===== src/rtl/fir_xifu_wb.sv =====
// fir_xifu_wb: FIR XIFU writeback stage with commit tracking, regfile write and XIF result retirement
package fir_xifu_pkg;
  localparam int X_ID_WIDTH = 4;
  typedef enum logic [1:0] {
    INSTR_INVALID,
    INSTR_XFIRLW,
    INSTR_XFIRSW,
    INSTR_XFIRDOTP
  } fir_xifu_instr_t;
  typedef struct packed {
    fir_xifu_instr_t       instr;
    logic [31:0]           result;
    logic [4:0]            rs1;
    logic [4:0]            rs2;
    logic [4:0]            rd;
    logic [X_ID_WIDTH-1:0] id;
  } fir_xifu_ex2wb_t;
  typedef struct packed {
    logic        write;
    logic [4:0]  rd;
    logic [31:0] result;
  } fir_xifu_wb2regfile_t;
endpackage

module fir_xifu_wb #(
  parameter int X_ID_WIDTH = fir_xifu_pkg::X_ID_WIDTH
) (
  input  logic                                clk_i,
  input  logic                                rst_ni,
  input  logic                                ex_valid_i,
  output logic                                ex_ready_o,
  input  fir_xifu_pkg::fir_xifu_ex2wb_t       ex2wb_i,
  input  logic                                mem_result_valid_i,
  input  logic [X_ID_WIDTH-1:0]               mem_result_id_i,
  input  logic [31:0]                         mem_result_rdata_i,
  input  logic                                commit_valid_i,
  input  logic [X_ID_WIDTH-1:0]               commit_id_i,
  input  logic                                commit_kill_i,
  output fir_xifu_pkg::fir_xifu_wb2regfile_t  wb2regfile_o,
  output logic                                result_valid_o,
  input  logic                                result_ready_i,
  output logic [X_ID_WIDTH-1:0]               result_id_o,
  output logic [31:0]                         result_data_o,
  output logic                                result_we_o
);
  localparam int DEPTH = 1 << X_ID_WIDTH;

  typedef enum logic [1:0] {EMPTY, WAIT_MEM, WAIT_COMMIT, RESULT} state_t;

  state_t                        state, state_n;
  fir_xifu_pkg::fir_xifu_instr_t instr;
  logic [31:0]                   result;
  logic [4:0]                    rs1, rs2, rd;
  logic [X_ID_WIDTH-1:0]         id;
  logic [DEPTH-1:0]              committed, killed;
  logic                          fwd, decided, kill, accept, mem_hit;
  logic                          write, clear, capture, load;
  logic                          unused_rs;

  // rs1/rs2 are held for future hazard reporting only
  assign unused_rs = ^{rs1, rs2};

  assign fwd     = commit_valid_i && commit_id_i == id;
  assign decided = fwd || committed[id];
  assign kill    = fwd ? commit_kill_i : killed[id];
  assign accept  = ex_valid_i && ex2wb_i.instr != fir_xifu_pkg::INSTR_INVALID;
  assign mem_hit = mem_result_valid_i && mem_result_id_i == id;

  assign wb2regfile_o  = '{write: write, rd: rd, result: result};
  assign result_id_o   = id;
  assign result_data_o = '0;
  assign result_we_o   = 1'b0;

  // Next-state and handshake control for the single holding entry
  always_comb begin
    state_n        = state;
    ex_ready_o     = 1'b0;
    result_valid_o = 1'b0;
    write          = 1'b0;
    clear          = 1'b0;
    capture        = 1'b0;
    load           = 1'b0;
    case (state)
      EMPTY: begin
        ex_ready_o = 1'b1;
        capture    = accept;
        if (accept)
          state_n = (ex2wb_i.instr == fir_xifu_pkg::INSTR_XFIRLW) ? WAIT_MEM : WAIT_COMMIT;
      end
      WAIT_MEM: begin
        load = mem_hit;
        if (mem_hit) state_n = WAIT_COMMIT;
      end
      WAIT_COMMIT: begin
        if (decided) begin
          clear   = kill;
          write   = !kill && (instr == fir_xifu_pkg::INSTR_XFIRLW || instr == fir_xifu_pkg::INSTR_XFIRDOTP);
          state_n = kill ? EMPTY : RESULT;
        end
      end
      RESULT: begin
        result_valid_o = 1'b1;
        clear          = result_ready_i;
        if (result_ready_i) state_n = EMPTY;
      end
      default: state_n = EMPTY;
    endcase
  end

  // State register
  always_ff @(posedge clk_i) begin
    if (!rst_ni) state <= EMPTY;
    else         state <= state_n;
  end

  // Holding entry: captured from execute, result replaced by load data
  always_ff @(posedge clk_i) begin
    if (!rst_ni) begin
      instr  <= fir_xifu_pkg::INSTR_INVALID;
      result <= '0;
      rs1    <= '0;
      rs2    <= '0;
      rd     <= '0;
      id     <= '0;
    end else if (capture) begin
      instr  <= ex2wb_i.instr;
      result <= ex2wb_i.result;
      rs1    <= ex2wb_i.rs1;
      rs2    <= ex2wb_i.rs2;
      rd     <= ex2wb_i.rd;
      id     <= X_ID_WIDTH'(ex2wb_i.id);
    end else if (load) begin
      result <= mem_result_rdata_i;
    end
  end

  // Commit table: a same-cycle set overrides the clear of the held ID
  always_ff @(posedge clk_i) begin
    if (!rst_ni) begin
      committed <= '0;
      killed    <= '0;
    end else begin
      if (clear) begin
        committed[id] <= 1'b0;
        killed[id]    <= 1'b0;
      end
      if (commit_valid_i) begin
        committed[commit_id_i] <= 1'b1;
        killed[commit_id_i]    <= commit_kill_i;
      end
    end
  end
endmodule


===== config.mk =====
export PLATFORM = sky130hd
export DESIGN_NAME = fir_xifu_wb
export DESIGN_NICKNAME = d
export VERILOG_FILES = /design/src/rtl/fir_xifu_wb.sv
export SDC_FILE = /design/constraint.sdc
export NUM_CORES = 1
export LEC_CHECK = 0
export CAP_MARGIN = 10
export CORE_MARGIN = 1.5
export CORE_UTILIZATION = 48
export DETAILED_ROUTE_END_ITERATION = 6
export PLACE_DENSITY = 0.87
export SLEW_MARGIN = 25
export SYNTH_ARGS = -nofsm -noshare
export SYNTH_HDL_FRONTEND = slang
export SYNTH_SLANG_ARGS = --single-unit

===== constraint.sdc =====
create_clock -name clk_i -period 5 [get_ports clk_i]
set_input_delay 0.75 -clock clk_i [delete_from_list [all_inputs] [get_ports clk_i]]
set_output_delay 0.75 -clock clk_i [all_outputs]
set_load 0.1 [all_outputs]

### Yosys cells after proc, flatten, opt, wreduce, memory -nomap -nowiden

Index checks and enable logic that the tools add are counted.
W data, S select, Z words.

* $lt $le $gt $ge: 4
* equal/unequal tests: 12
* multiplexer cells: 33
* bitwise logic cells: 4
* reduce and logical (&&, ||, !) cells: 13

Operators with widths (number)
* $mux W16: 6
* $mux W32: 2
* $and A16 B16 Y16: 2
* $bwmux W16: 1
* $not A16 Y16: 1
* $or A16 B16 Y16: 1
* $mux W1: 12
* $mux W2: 6
* $lt A4 B5 Y1 const B: 2
* $bmux W1 S4: 2
* $demux W1 S4: 2
* $eq A4 B4 Y1: 2
* $ge A4 B1 Y1 const B: 2
* $ne A2 B2 Y1 const B: 4
* $pmux W2 S4: 1
* $eq A2 B1 Y1 const B: 3
* $eq A2 B2 Y1 const B: 3
* $logic_and A1 B1 Y1: 6
* $reduce_and A4 Y1: 1
* $reduce_bool A2 Y1: 2
* $logic_not A2 Y1: 1
* $logic_or A1 B1 Y1: 2
* $pmux W1 S2: 1
* $logic_not A1 Y1: 1

* bits in registers: 77
* bits of input ports: 100
* output and inout bits: 77
* word-level logic and storage cells: 73

### Longest topological paths before layout

* depth after elaboration: 10
* gate-level depth with buffers: 8
* mapped depth without buffers: 5

### Worst setup path before layout

Ideal clock, no wire load.

* path type: register to output
* start point: register id[0] (netlist: result_id_o[0])
* end point: output wb2regfile_o[37] (netlist name)
* arrival time: 2.723 ns
* data required time: 4.250 ns
* path slack: 1.527 ns
* cell stages (with the launch flop): 8
* buffers on the path: 2
* cell sequence: dfxtp_1 buf_6 mux4_1 mux2i_1 mux2_4 o211ai_1 nor3b_1 buf_4

* cells in the longest elaborated chain, start to end: 7
* elaborated cells between the ends (all ways): 12
* classes of those cells: eq/ne (1); mux (7); reduce/logical (4)

Ends and longest elaborated chain
* start, declared: line 54 `logic [X_ID_WIDTH-1:0] id;`
* start signal, assigned: line 131 `id <= X_ID_WIDTH'(ex2wb_i.id);`
* $bmux W1 S4 or $eq A4 B4 Y1 (tied branches): line 65, 63
* $mux W1 (implied by the code) or $logic_and A1 B1 Y1 (tied branches): line 65, 63
* $mux W1: line 65 `assign kill = fwd ? commit_kill_i : killed[id];`
* $logic_not A1 Y1: line 97 `write = !kill && (instr == fir_xifu_pkg::INSTR_XFIRLW || instr == fir_xifu_pkg::INSTR_XFIRDOTP);`
* $logic_and A1 B1 Y1: line 97
* $mux W1 *: line 95 `if (decided) begin`
* $mux W1 *: line 83 `case (state)`
* end, declared: line 39 `output fir_xifu_pkg::fir_xifu_wb2regfile_t wb2regfile_o,`

Mark *: on every way between the ends. The rest lies on a longest branch, timed or not. The select of a mux whose other input is x is not followed.

==> run metrics <==
status=complete, no violations; setup ws final=~1.2 ns; Final nets=761; Yosys top cell by area=dfxtp_1; CTS clock-pin slew for the worst setup and hold paths=0.07 ns; adder-cell share of the synthesized area=0; fraction of layout cells with a size suffix above 1=0.0691; multiplexer share of the synthesized area=0.0484; crit end category=output pin; Hold Path Stages=2; worst-path fanout max=20; All-Layer GR Usage=0.256; Seq/Total Area, Yosys=0.336; CTS Root Cell=clkbuf_8; post-layout min period=3.82 ns; Area after DPL=between 5000 and 6000 sq um; 1st-pass router iterations=6; crit share post-route=0.764; die area=10000 sq um; largest net degree at the start of global routing=71; crit path kind=reg -> out; number of antenna violations at the first check in global routing=0; vias in the first global route=4172; mapped cell area=4520 sq um; slew margin rel.=0.305; clock power share=0.246; CTS tree=yes; maximum VDD drop=0.169 mV; Core Rows=35; pwr dens=351 nW/um^2; first-pass GRT wire length=around 20000 um; largest family of logic cells by synthesized area=compound AO/OA/AOI/OAI gates; synthesized area per cell=8.15 sq um; detailed-route wire length per cell=16.5 um; Logic pwr share=0.413; HPWL Detailed=9190 um; Via density=about 5.9; TritonCTS Buffers=9; IO buf count=approximately 130; Synth Area in Simple Gates=0.190; setup bufs post-CTS=0; Max-cap violations=0; worst-case reg-to-reg path depth=5; Max clock buf depth=2; n_diodes=0; GRT Residual Overflow=0; Area growth syn-to-layout=32.0%; Routed WL=12800 um; maximum achievable frequency=0.262 GHz; asr flop ratio synth=0; Startpoint Class=flip-flop; top_reg_cell synth=dfxtp_1; Internal=between 1 and 1.5 mW; Yosys cell types=around 50; Top Ports=177; FILL cells=746; # resized after CTS=0; RSZ-0062 raised after global routing=no; post-synth top area share=0.336; Fin Setup TNS=0 ns; Total Power=2.10 mW; FF+latch count, synth=76; Seq pwr share=0.340; Synth area leaders=dfxtp_1, nand2_1, a211o_1; Fin. Hold Viols=0; post-synthesis xor/xnor area fraction=0.0174; Post-synth EDFFs=0; fin. max-slew vios=0; final antenna-violating net count=0; clk_skew=roughly 0.008 ns; HP Class=reg -> reg; Syn Inst Count=555; DIE WIDTH=100 um; critical path arrival=3.07 ns; Initial DRC Count=between 400 and 500; compound-gate portion of the synthesized area=0.299; worst skew pair latency=0.35 ns; routability cong.=0.938; Leak=2.20 nW; clock sink count=76; Core Region=9200 sq um; vias=4599; Die Height=about 100 um; drc violations=0; initial cell density of the core=0.492; final setup violation count=0; Worst EP required=4.25 ns; dpl ws=1.42 ns; yosys warns=0; Design Area, Final=~6000 sq um; cts-stage hold buffer count=0; fraction of power spent switching nets=0.431; Psw=0.903 mW; H-tree levels=3; Worst-Margin Slew=1.04 ns
[final cells by class]
class | instances | area, sq um | share of cell area
clock buffers | 11 | 131 | 0.0220
clock inverters | 5 | 85.1 | 0.0142
inverters | 11 | 41.3 | 0.00691
multi-input cells | 422 | 2650 | 0.444
flip-flops and latches | 76 | 1520 | 0.255
well taps | 111 | 139 | 0.0233
repair buffers | 141 | 1400 | 0.235
[cell usage after synthesis (14+ instances only)]
master	number
nor2_1	16
o221ai_1	15
a211o_1	34
a21boi_1	14
o21ai_0	50
nand3_1	22
dfxtp_1	76
a21boi_0	28
nand2_1	109
a31oi_1	18
buf_4	35
nand4_1	17
clkbuf_1	32
[metal layers]
metal / vias up / share of wire / track usage
li1: 2153 / - / -
met1: 2156 / 0.40 / 0.313
met2: 256 / 0.49 / 0.446
met3: 34 / 0.069 / 0.0299
met4: 0 / 0.033 / 0.128
met5: - / 0 / 0
[final timing paths]
kind / start / to / slack, ns
max: result_id_o[0] / wb2regfile_o[37] / 1.18
min: rd[3] / rd[3] / 0.47
max reg2reg: result_id_o[1] / killed[13] / 2.39
min reg2reg: rd[3] / rd[3] / 0.47
[worst max-delay path, cell delays in order (launching register included)]
cell and delay (ns):
dfxtp_1 0.91, mux4_1 0.65, mux2i_1 0.16, mux2_4 0.27, o211ai_1 0.16, nor3b_1 0.23, buf_4 0.33
[power groups by stage]
stage	combinational, mW	clock (mW)	sequential [mW]
finish	0.866	0.517	0.713
global route	0.911	0.552	0.721
CTS	0.860	0.528	0.712
detailed placement	0.857	0	0.726
global placement	0.839	0	0.722
floorplan	0.438	0	0.945
[layout by cell type, fill, tap and decap left out, drive strengths merged, types with 12 or more instances in the layout]
master,netlist,final
a211o,34,34
a21boi,42,42
a31oi,18,18
clkdlybuf4s50,0,131
conb,1,33
dfxtp,76,76
inv,11,12
nand2,109,109
nand3,22,22
nand4,17,17
nor2,16,16
o21ai,51,51
o221ai,16,16
[registers in the layout, summed over array words and instances, names as in the netlist]
name,count
committed,16
instr,1
killed,16
rd,5
result,32
result_id_o,4
state,2
[stage by stage]
step | instances | util | hold WS [ns]
2_1_floorplan | 587 | - | 0.439
3_3_place_gp | 758 | 0.621 | 0.457
3_5_place_dp | 760 | 0.624 | 0.462
4_1_cts | 776 | 0.648 | 0.474
5_1_grt | 777 | 0.650 | 0.493
6_report | 777 | 0.650 | 0.471
[logic make-up after synthesis]
family	Yosys count
AOI/OAI and AO/OA	177
xor gates and xnor gates	9
buffers and inverters	89
DFF	76
muxes	13
other	1
and+or+nand+nor	190
Power figures use the tool's default switching activity.
